[src/rtl/stream_counter_pkg.sv]
// stream_counter_pkg: FSM state and mode encodings shared by the stream counter
package stream_counter_pkg;
  typedef enum logic [1:0] {IDLE, RUN, DONE} state_t;
  localparam logic MODE_ONESHOT = 1'b0;
  localparam logic MODE_CONT = 1'b1;
endpackage

[src/rtl/stream_counter_if.sv]
// stream_counter_if: AXI-Stream handshake bundle
interface stream_counter_if #(parameter int DW = 32);
  logic tvalid;
  logic tready;
  logic tlast;
  logic [DW-1:0] tdata;
  modport master(output tvalid, tlast, tdata, input tready);
  modport slave(input tvalid, tdata, output tready);
endinterface

[src/rtl/stream_slice.sv]
// stream_slice: one-stage AXI-Stream register slice with synchronous flush
module stream_slice #(parameter int W = 33) (
  input  logic         clk,
  input  logic         rst,
  input  logic         flush,
  input  logic         in_valid,
  output logic         in_ready,
  input  logic [W-1:0] in_data,
  output logic         out_valid,
  input  logic         out_ready,
  output logic [W-1:0] out_data
);
  assign in_ready = ~out_valid | out_ready;
  always_ff @(posedge clk or posedge rst)
    if (rst) begin
      out_valid <= 1'b0;
      out_data <= '0;
    end else if (flush) out_valid <= 1'b0;
    else if (in_valid && in_ready) begin
      out_valid <= 1'b1;
      out_data <= in_data;
    end else if (out_ready) out_valid <= 1'b0;
endmodule

[src/rtl/stream_counter.sv]
// stream_counter: forwards cfg_cnt samples per packet, marking the last with tlast
module stream_counter import stream_counter_pkg::*; #(
  parameter int SDW = 32,
  parameter int SCW = 32
) (
  input  logic             clk,
  input  logic             rst,
  input  logic             ctl_clr,
  input  logic             ctl_ena,
  input  logic [SCW-1:0]   cfg_cnt,
  input  logic             cfg_mode,
  stream_counter_if.slave  sti,
  stream_counter_if.master sto,
  output logic [SCW-1:0]   sts_cnt,
  output logic             sts_done
);
  state_t state;
  logic [SCW-1:0] cnt;
  logic s_rdy, load, last;
  logic [SDW:0] s_out;
  assign last = cnt == SCW'(1);
  // outside RUN every offered sample is swallowed so upstream never stalls
  assign sti.tready = ~ctl_clr & (state == RUN ? ctl_ena & s_rdy : 1'b1);
  assign load = sti.tvalid & sti.tready & (state == RUN);
  assign sts_cnt = cnt;
  assign {sto.tlast, sto.tdata} = s_out;
  stream_slice #(.W(SDW + 1)) u_slice (
    .clk,
    .rst,
    .flush(ctl_clr),
    .in_valid(load),
    .in_ready(s_rdy),
    .in_data({last, sti.tdata}),
    .out_valid(sto.tvalid),
    .out_ready(sto.tready),
    .out_data(s_out)
  );
  always_ff @(posedge clk or posedge rst)
    if (rst) begin
      state <= IDLE;
      cnt <= '0;
      sts_done <= 1'b0;
    end else if (ctl_clr) begin
      state <= IDLE;
      cnt <= cfg_cnt;
      sts_done <= 1'b0;
    end else
      case (state)
        IDLE: if (ctl_ena) begin
          state <= cnt != '0 ? RUN : DONE;
          sts_done <= cnt == '0;
        end
        RUN: if (load) begin
          if (last && cfg_mode == MODE_ONESHOT) begin
            cnt <= '0;
            state <= DONE;
            sts_done <= 1'b1;
          end else if (last) cnt <= cfg_cnt;
          else if (cnt != '0) cnt <= cnt - SCW'(1);
        end
        default: ;
      endcase
endmodule

[src/flat_wrapper.sv]
// flat-port wrapper written by rule: the top's interface ports become plain ports
module stream_counter_flat import stream_counter_pkg::*;
#(
  parameter int SDW = 32,
  parameter int SCW = 32
)
  (clk, rst, ctl_clr, ctl_ena, cfg_cnt, cfg_mode, sts_cnt, sts_done, sti_tvalid, sti_tdata, sti_tready, sto_tvalid, sto_tlast, sto_tdata, sto_tready);
  stream_counter_if #(.DW(32)) sti_i ();
  stream_counter_if #(.DW(32)) sto_i ();
  input  logic clk;
  input  logic rst;
  input  logic ctl_clr;
  input  logic ctl_ena;
  input  logic [SCW-1:0] cfg_cnt;
  input  logic cfg_mode;
  output logic [SCW-1:0] sts_cnt;
  output logic sts_done;
  input wire logic [$bits(sti_i.tvalid)-1:0] sti_tvalid;
  input wire logic [$bits(sti_i.tdata)-1:0] sti_tdata;
  output wire logic [$bits(sti_i.tready)-1:0] sti_tready;
  output wire logic [$bits(sto_i.tvalid)-1:0] sto_tvalid;
  output wire logic [$bits(sto_i.tlast)-1:0] sto_tlast;
  output wire logic [$bits(sto_i.tdata)-1:0] sto_tdata;
  input wire logic [$bits(sto_i.tready)-1:0] sto_tready;
  assign sti_i.tvalid = sti_tvalid;
  assign sti_i.tdata = sti_tdata;
  assign sti_tready = sti_i.tready;
  assign sto_tvalid = sto_i.tvalid;
  assign sto_tlast = sto_i.tlast;
  assign sto_tdata = sto_i.tdata;
  assign sto_i.tready = sto_tready;
  stream_counter #(.SDW(SDW), .SCW(SCW)) u_core (.clk(clk), .rst(rst), .ctl_clr(ctl_clr), .ctl_ena(ctl_ena), .cfg_cnt(cfg_cnt), .cfg_mode(cfg_mode), .sti(sti_i), .sto(sto_i), .sts_cnt(sts_cnt), .sts_done(sts_done));
endmodule
[config.mk]
export PLATFORM = sky130hd
export DESIGN_NAME = stream_counter_flat
export DESIGN_NICKNAME = d
export VERILOG_FILES = /design/src/rtl/stream_counter_pkg.sv /design/src/rtl/stream_counter_if.sv /design/src/rtl/stream_slice.sv /design/src/rtl/stream_counter.sv /design/src/flat_wrapper.sv
export SDC_FILE = /design/constraint.sdc
export NUM_CORES = 1
export LEC_CHECK = 0
export ABC_AREA = 1
export BUFFER_PORTS_ARGS = -buffer_cell sky130_fd_sc_hd__clkbuf_2
export CORE_ASPECT_RATIO = 1.5
export CORE_MARGIN = 4
export CORE_UTILIZATION = 35
export CTS_BUF_LIST = sky130_fd_sc_hd__clkbuf_2 sky130_fd_sc_hd__clkbuf_4 sky130_fd_sc_hd__clkbuf_8
export CTS_CLUSTER_DIAMETER = 50
export DETAILED_ROUTE_END_ITERATION = 6
export PLACE_DENSITY_LB_ADDON = 0.25
export SLEW_MARGIN = 30
export SYNTH_ARGS = -nofsm -noshare
export SYNTH_HDL_FRONTEND = slang
export SYNTH_SLANG_ARGS = --single-unit
[constraint.sdc]
create_clock -name clk -period 3.1 [get_ports clk]
set_clock_uncertainty 0.1 [all_clocks]
set_input_delay 0.155 -clock clk [delete_from_list [all_inputs] [get_ports clk]]
set_output_delay 0.155 -clock clk [all_outputs]
set_load 0.03 [all_outputs]
Word level (Yosys, flattened, before mapping) --
Cells that the tools add are included. W data, S select, Z words.
Word-level totals: register bits 69, input port bits 71, logic and storage cells 53
Operators by class: eq/ne operators 5, reduce and logical (&&, ||, !) cells 13, add/subtract/negate cells 1, bitwise logic cells 8, muxes and demuxes 21
Operators by type and width (count):
- $mux W32 | 6
- $eq A32 B1 Y1 const B | 1
- $logic_not A32 Y1 | 1
- $reduce_bool A32 Y1 | 1
- $sub A32 B1 Y32 const B | 1
- $mux W2 | 5
- $ne A3 B3 Y1 const B | 3
- $mux W1 | 8
- $reduce_bool A3 Y1 | 2
- $and A1 B1 Y1 | 4
- $pmux W2 S2 | 1
- $reduce_and A4 Y1 | 1
- $reduce_bool A2 Y1 | 2
- $reduce_bool A4 Y1 | 1
- $not A1 Y1 | 3
- $reduce_and A3 Y1 | 1
- $eq A2 B1 Y1 const B | 1
- $logic_and A1 B1 Y1 | 2
- $logic_not A2 Y1 | 1
- $pmux W1 S2 | 1
- $reduce_and A2 Y1 | 1
- $or A1 B1 Y1 | 1

Depth between registers and ports, before layout --
depth in word-level cells 10, depth in mapped cells 13, gate-level depth less buffers 12

Cells and area by module --
A second synthesis with hierarchy kept.
Unflattened totals: cell total of the unflattened synthesis 747, area, all modules 4855.9 um^2
Modules (own cells, without submodules):
- stream_counter | sequential area each 850.8 um^2, area an instance 3475.8 um^2, cells an instance 598, times used 1
- stream_slice | sequential area each 850.8 um^2, area an instance 1380.1 um^2, cells an instance 149, times used 1

Worst setup path before layout --
Ideal clock, no wire load.
path kind reg-to-reg, start point register u_core.cnt[0] (netlist: u_core.sts_cnt[0]), end point register u_core.cnt[16] (netlist: u_core.sts_cnt[16]), stages on the path, launching flop included 13, clock period less this slack 2037 ps, slack 1063 ps, buffers on the path 1, arrival 1821 ps, setup time 117 ps, data required time 2883 ps, cells stage by stage dfrtp_1 -> inv_1 -> ha_1 -> nand2_2 -> nor2_2 -> nand2_2 -> nor2_1 -> nand2_1 -> nand2_2 -> nand2_2 -> buf_2 -> nand3_1 -> nand2_1
Between the ends: longest elaborated chain between the ends 7, elaborated cells on any way between the ends 12, classes of those cells 1 x add/sub; 1 x eq/ne; 6 x mux; 4 x reduce/logical
Ends and longest elaborated chain:
- from (decl) | RTL line stream_counter.sv:18 | logic [SCW-1:0] cnt;
- from (signal assigned) | RTL line stream_counter.sv:45 | cnt <= cfg_cnt;
- from (signal assigned) | RTL line stream_counter.sv:58 | end else if (last) cnt <= cfg_cnt;
- from (signal assigned) | RTL line stream_counter.sv:59 | else if (cnt != '0) cnt <= cnt - SCW'(1);
- $sub A32 B1 Y32 | RTL line stream_counter.sv:59
- $mux W32 | RTL line stream_counter.sv:59
- $mux W32 | RTL line stream_counter.sv:58
- $mux W32 | RTL line stream_counter.sv:54 | if (last && cfg_mode == MODE_ONESHOT) begin
- $mux W32 | RTL line stream_counter.sv:53 | RUN: if (load) begin
- $mux W32 | RTL line stream_counter.sv:48 | case (state)
- $mux W32 | RTL line stream_counter.sv:43 | end else if (ctl_clr) begin
Parallel ways exist; a longest one is shown, timed or not. The select of a mux whose other input is x is not followed. A chain may end at the register's enable or synchronous reset.

Final worst setup path --
start point register u_core.cnt[0] (netlist: u_core.sts_cnt[0]), end point register u_core.cnt[13] (netlist: u_core.sts_cnt[13])
The elaborated chain is that of the path after synthesis.

==> out/results.tsv <==
stage	metric	value	unit
run_status	status	finished, final reports clean	
logic_synthesis	synth_area	4380	sq um
clocking	clkSinkCount	68	
drt	drc	0	
die	initial_core_util	36.1	%
placed_design	dpl.hpwl	10.6	mm
clocking	cts_buffers	9	
clocking	cts_buffer_depth	2	
worst_setup_path	timing.critical_path.fanout_max	33	
die	die_x	99.4	um
drt	via_per_inst	4.78	
die	die-height	145	um
worst_setup_path	worst_path_largest_cell_delay	0.42	ns
drt	dr_total_vias	4957	
grt	grt_antenna_before_repair	0	
clocking	cts_tree	yes	
worst_setup_path	critical_path_buf_inv_count	2	
logic_synthesis	yosys_warnings	0	
logic_synthesis	ys_seq_area_share	38.8	%
sta	setup_viol	0	
logic_synthesis	syn_avg_cell_area	6.37	sq um
sta	max_slew_margin	34.6	%
drt	drtIter0Drc	212	
min_path	whs_path_depth	5	
logic_synthesis	synth_seq_cells	68	
grt	grt_pass1_vias	4959	
clocking	clk_pin_slew	0.08	ns
logic_synthesis	synth_fp_nets	761	
grt	grt_max_degree	69	
power	p_leak	0.00328	uW
worst_setup_path	r2r_slack	0.58	ns
logic_synthesis	synth.distinct_cells	26	
drt	wl	15.0	mm
clocking	cts-root-buf	clkbuf_8	
final_layout	final_util	49.8	%
grt	overflow	0	
worst_setup_path	startpoint_type	register	
min_path	hold_class	in -> reg	
worst_setup_path	path_cells	inv_1 -> ha_1 -> nand2_2 -> nor2_2 -> nand2_2 -> nor2_1 -> nand2_1 -> nand2_2 -> buf_4 -> nand2_2 -> nand3_1 -> nand2_1	
clocking	post_cts_buffers	0	
sta	hold_violations	0	
final_layout	layout-drive-gt1-share	21.4	%
sta	finalCritPeriodShare	81.2	%
final_layout	antenna_cells	0	
worst_setup_path	critPathCaptureType	register	
worst_setup_path	r2r-end	u_core.sts_cnt[13]	
logic_synthesis	syn-instance-count	688	
die	die_area	14400	sq um
worst_setup_path	r2r_cells	12	
die	rows	49	
sta	finalCriticalPeriod	2.52	ns
power	vdd_drop_max	0.353	mV
worst_setup_path	cp_slowest_cell	dfrtp_1	
drt	ant_nets	0	
placed_design	port_buffers	138	
drt	wire_per_inst	14.4	um
worst_setup_path	cp_data_arrival_time	2.67	ns
die	fp.coreArea	12100	sq um
flow_run	cap_violations	0	
worst_setup_path	r2r_start	u_core.sts_cnt[0]	
clocking	cts_hold_repair.buffers	59	
min_path	holdCritStartpoint	cfg_cnt[5]	
worst_setup_path	crit_family	simple AND/OR/NAND/NOR gates	
clocking	htree_levels	3	
die	pin_count	139	
worst_setup_path	critPathMostFrequentCell	nand2_2	
clocking	cts.repair.resized	0	
grt	groute.usage.overall	21.2	%
placed_design	gp_congestion	0.926	
power	power_density	549	nW/um^2
worst_setup_path	worstSetupPathType	reg -> reg	
sta	slew_viol_final	0	
drt	dr.pass1.iters	5	
sta	setup_ws	0.582	ns
min_path	min_to	u_core.sts_cnt[5]	
grt	grt_first_pass_wirelength	24.7	mm
worst_setup_path	required	3.25	ns
placed_design	post-place-ws	0.590	ns
sta	fin_tns_setup	0	ns
sta	tightest_slew	0.979	ns
clocking	insertion_delay	0.36	ns
final_layout	nets	952	
sta	max_freq	397	MHz
final_layout	area_growth	37.9	%
sta	rsz0062_at_grt	no	
cells in the final DEF (no fill, tap or decap):
master / count
nand2_1: 286
clkbuf_2: 138
nand3_1: 94
nor2_1: 73
dfrtp_1: 68
inv_1: 64
dlygate4sd3_1: 59
o21ai_0: 23
nor2_2: 10
or2_0: 9
clkbuf_8: 9
nand2_2: 7
buf_4: 7
nand4_1: 5
nor2_4: 4
inv_2: 3
a21oi_1: 3
xor2_1: 3
or2_2: 3
bufinv_16: 3
nand3b_1: 2
xnor2_1: 2
ha_1: 2
clkinvlp_4: 2
and2_1: 1
clkinv_1: 1
inv_6: 1
clkinv_4: 1
buf_12: 1
stage by stage:
step	std cells	instance area (sq um)	hold slack, ns	power, uW
after floorplan	688	4380	0.172	1960
after global placement	962	5210	0.159	2340
after detailed placement	962	5210	0.159	2340
after CTS	1037	6040	0.0000291	3340
after global routing	1037	6040	0.0308	3520
final	1037	6040	0.00738	3320
per-layer routing:
layer | wire [um] | vias to the layer above | share of wire [%] | global-route usage, %
li1 | - | 2503 | - | -
met4 | 462 | 0 | 3.1 | 7.93
met2 | 7610 | 173 | 51 | 37.1
met3 | 1070 | 34 | 7.1 | 5.57
met5 | 0 | - | 0 | 0
met1 | 5820 | 2247 | 39 | 24.4
report_power, final:
group | internal [uW] | leakage [uW] | total [uW] | switching, uW
clock | 538 | 0.000116 | 925 | 387
sequential | 1080 | 0.000845 | 1240 | 169
combinational | 364 | 0.00232 | 1150 | 782
area by class of cell:
| type | instances | area, sq um |
|---|---|---|
| Multi-Input combinational cell | 527 | 2300 |
| Sequential cell | 68 | 1700 |
| Clock inverter | 7 | 123 |
| Clock buffer | 9 | 124 |
| Timing Repair Buffer | 205 | 1350 |
| Tap cell | 153 | 191 |
| Fill cell | 1274 | 6090 |
| Inverter | 68 | 255 |
synth_stat cells (all sizes together):
library cell,n,area share (%)
buf,14,2.0
clkbuf,11,0.97
inv,67,5.7
dfrtp,68,39
a21oi,3,0.34
nand2,293,25
o21ai,23,2.6
nand4,5,0.71
and2,1,0.14
ha,2,0.57
or2,12,1.7
xnor2,2,0.40
nand3b,2,0.34
xor2,3,0.60
nor2,87,8.7
clkinv,1,0.086
nand3,94,11
cell families after synthesis:
family,synth area share (%)
AOI/OAI and AO/OA,2.97
DFF,38.8
and+or+nand+nor,47.8
adders and majority gates,0.571
buffers and inverters,8.79
xor gates and xnor gates,0.999
worst reg2reg max path, cell delays in order (launching register included):
cell and delay, ns:
dfrtp_1 0.42, inv_1 0.11, ha_1 0.25, nand2_2 0.11, nor2_2 0.18, nand2_2 0.11, nor2_1 0.12, nand2_1 0.07
nand2_2 0.07, buf_4 0.34, nand2_2 0.30, nand3_1 0.17, nand2_1 0.07
sequential cells by signal, summed over array words and instances (netlist names):
| signal | cells |
|---|---|
| u_core.state | 1 |
| u_core.sts_cnt | 32 |
| u_core.sts_done | 1 |
| u_core.u_slice.out_data | 33 |
| u_core.u_slice.out_valid | 1 |
worst max-delay path by stage:
| stage | from | to | cells past startpoint |
|---|---|---|---|
| final | u_core.sts_cnt[0] | u_core.sts_cnt[13] | 12 |
| after global routing | u_core.sts_cnt[0] | u_core.sts_cnt[23] | 12 |
| after CTS | u_core.sts_cnt[0] | u_core.sts_cnt[13] | 12 |
| after detailed placement | u_core.sts_cnt[0] | u_core.sts_cnt[13] | 12 |
| after global placement | u_core.sts_cnt[18] | u_core.sts_cnt[15] | 10 |
| after floorplan | u_core.sts_cnt[0] | u_core.sts_cnt[16] | 12 |
Power figures use the tool's default switching activity.
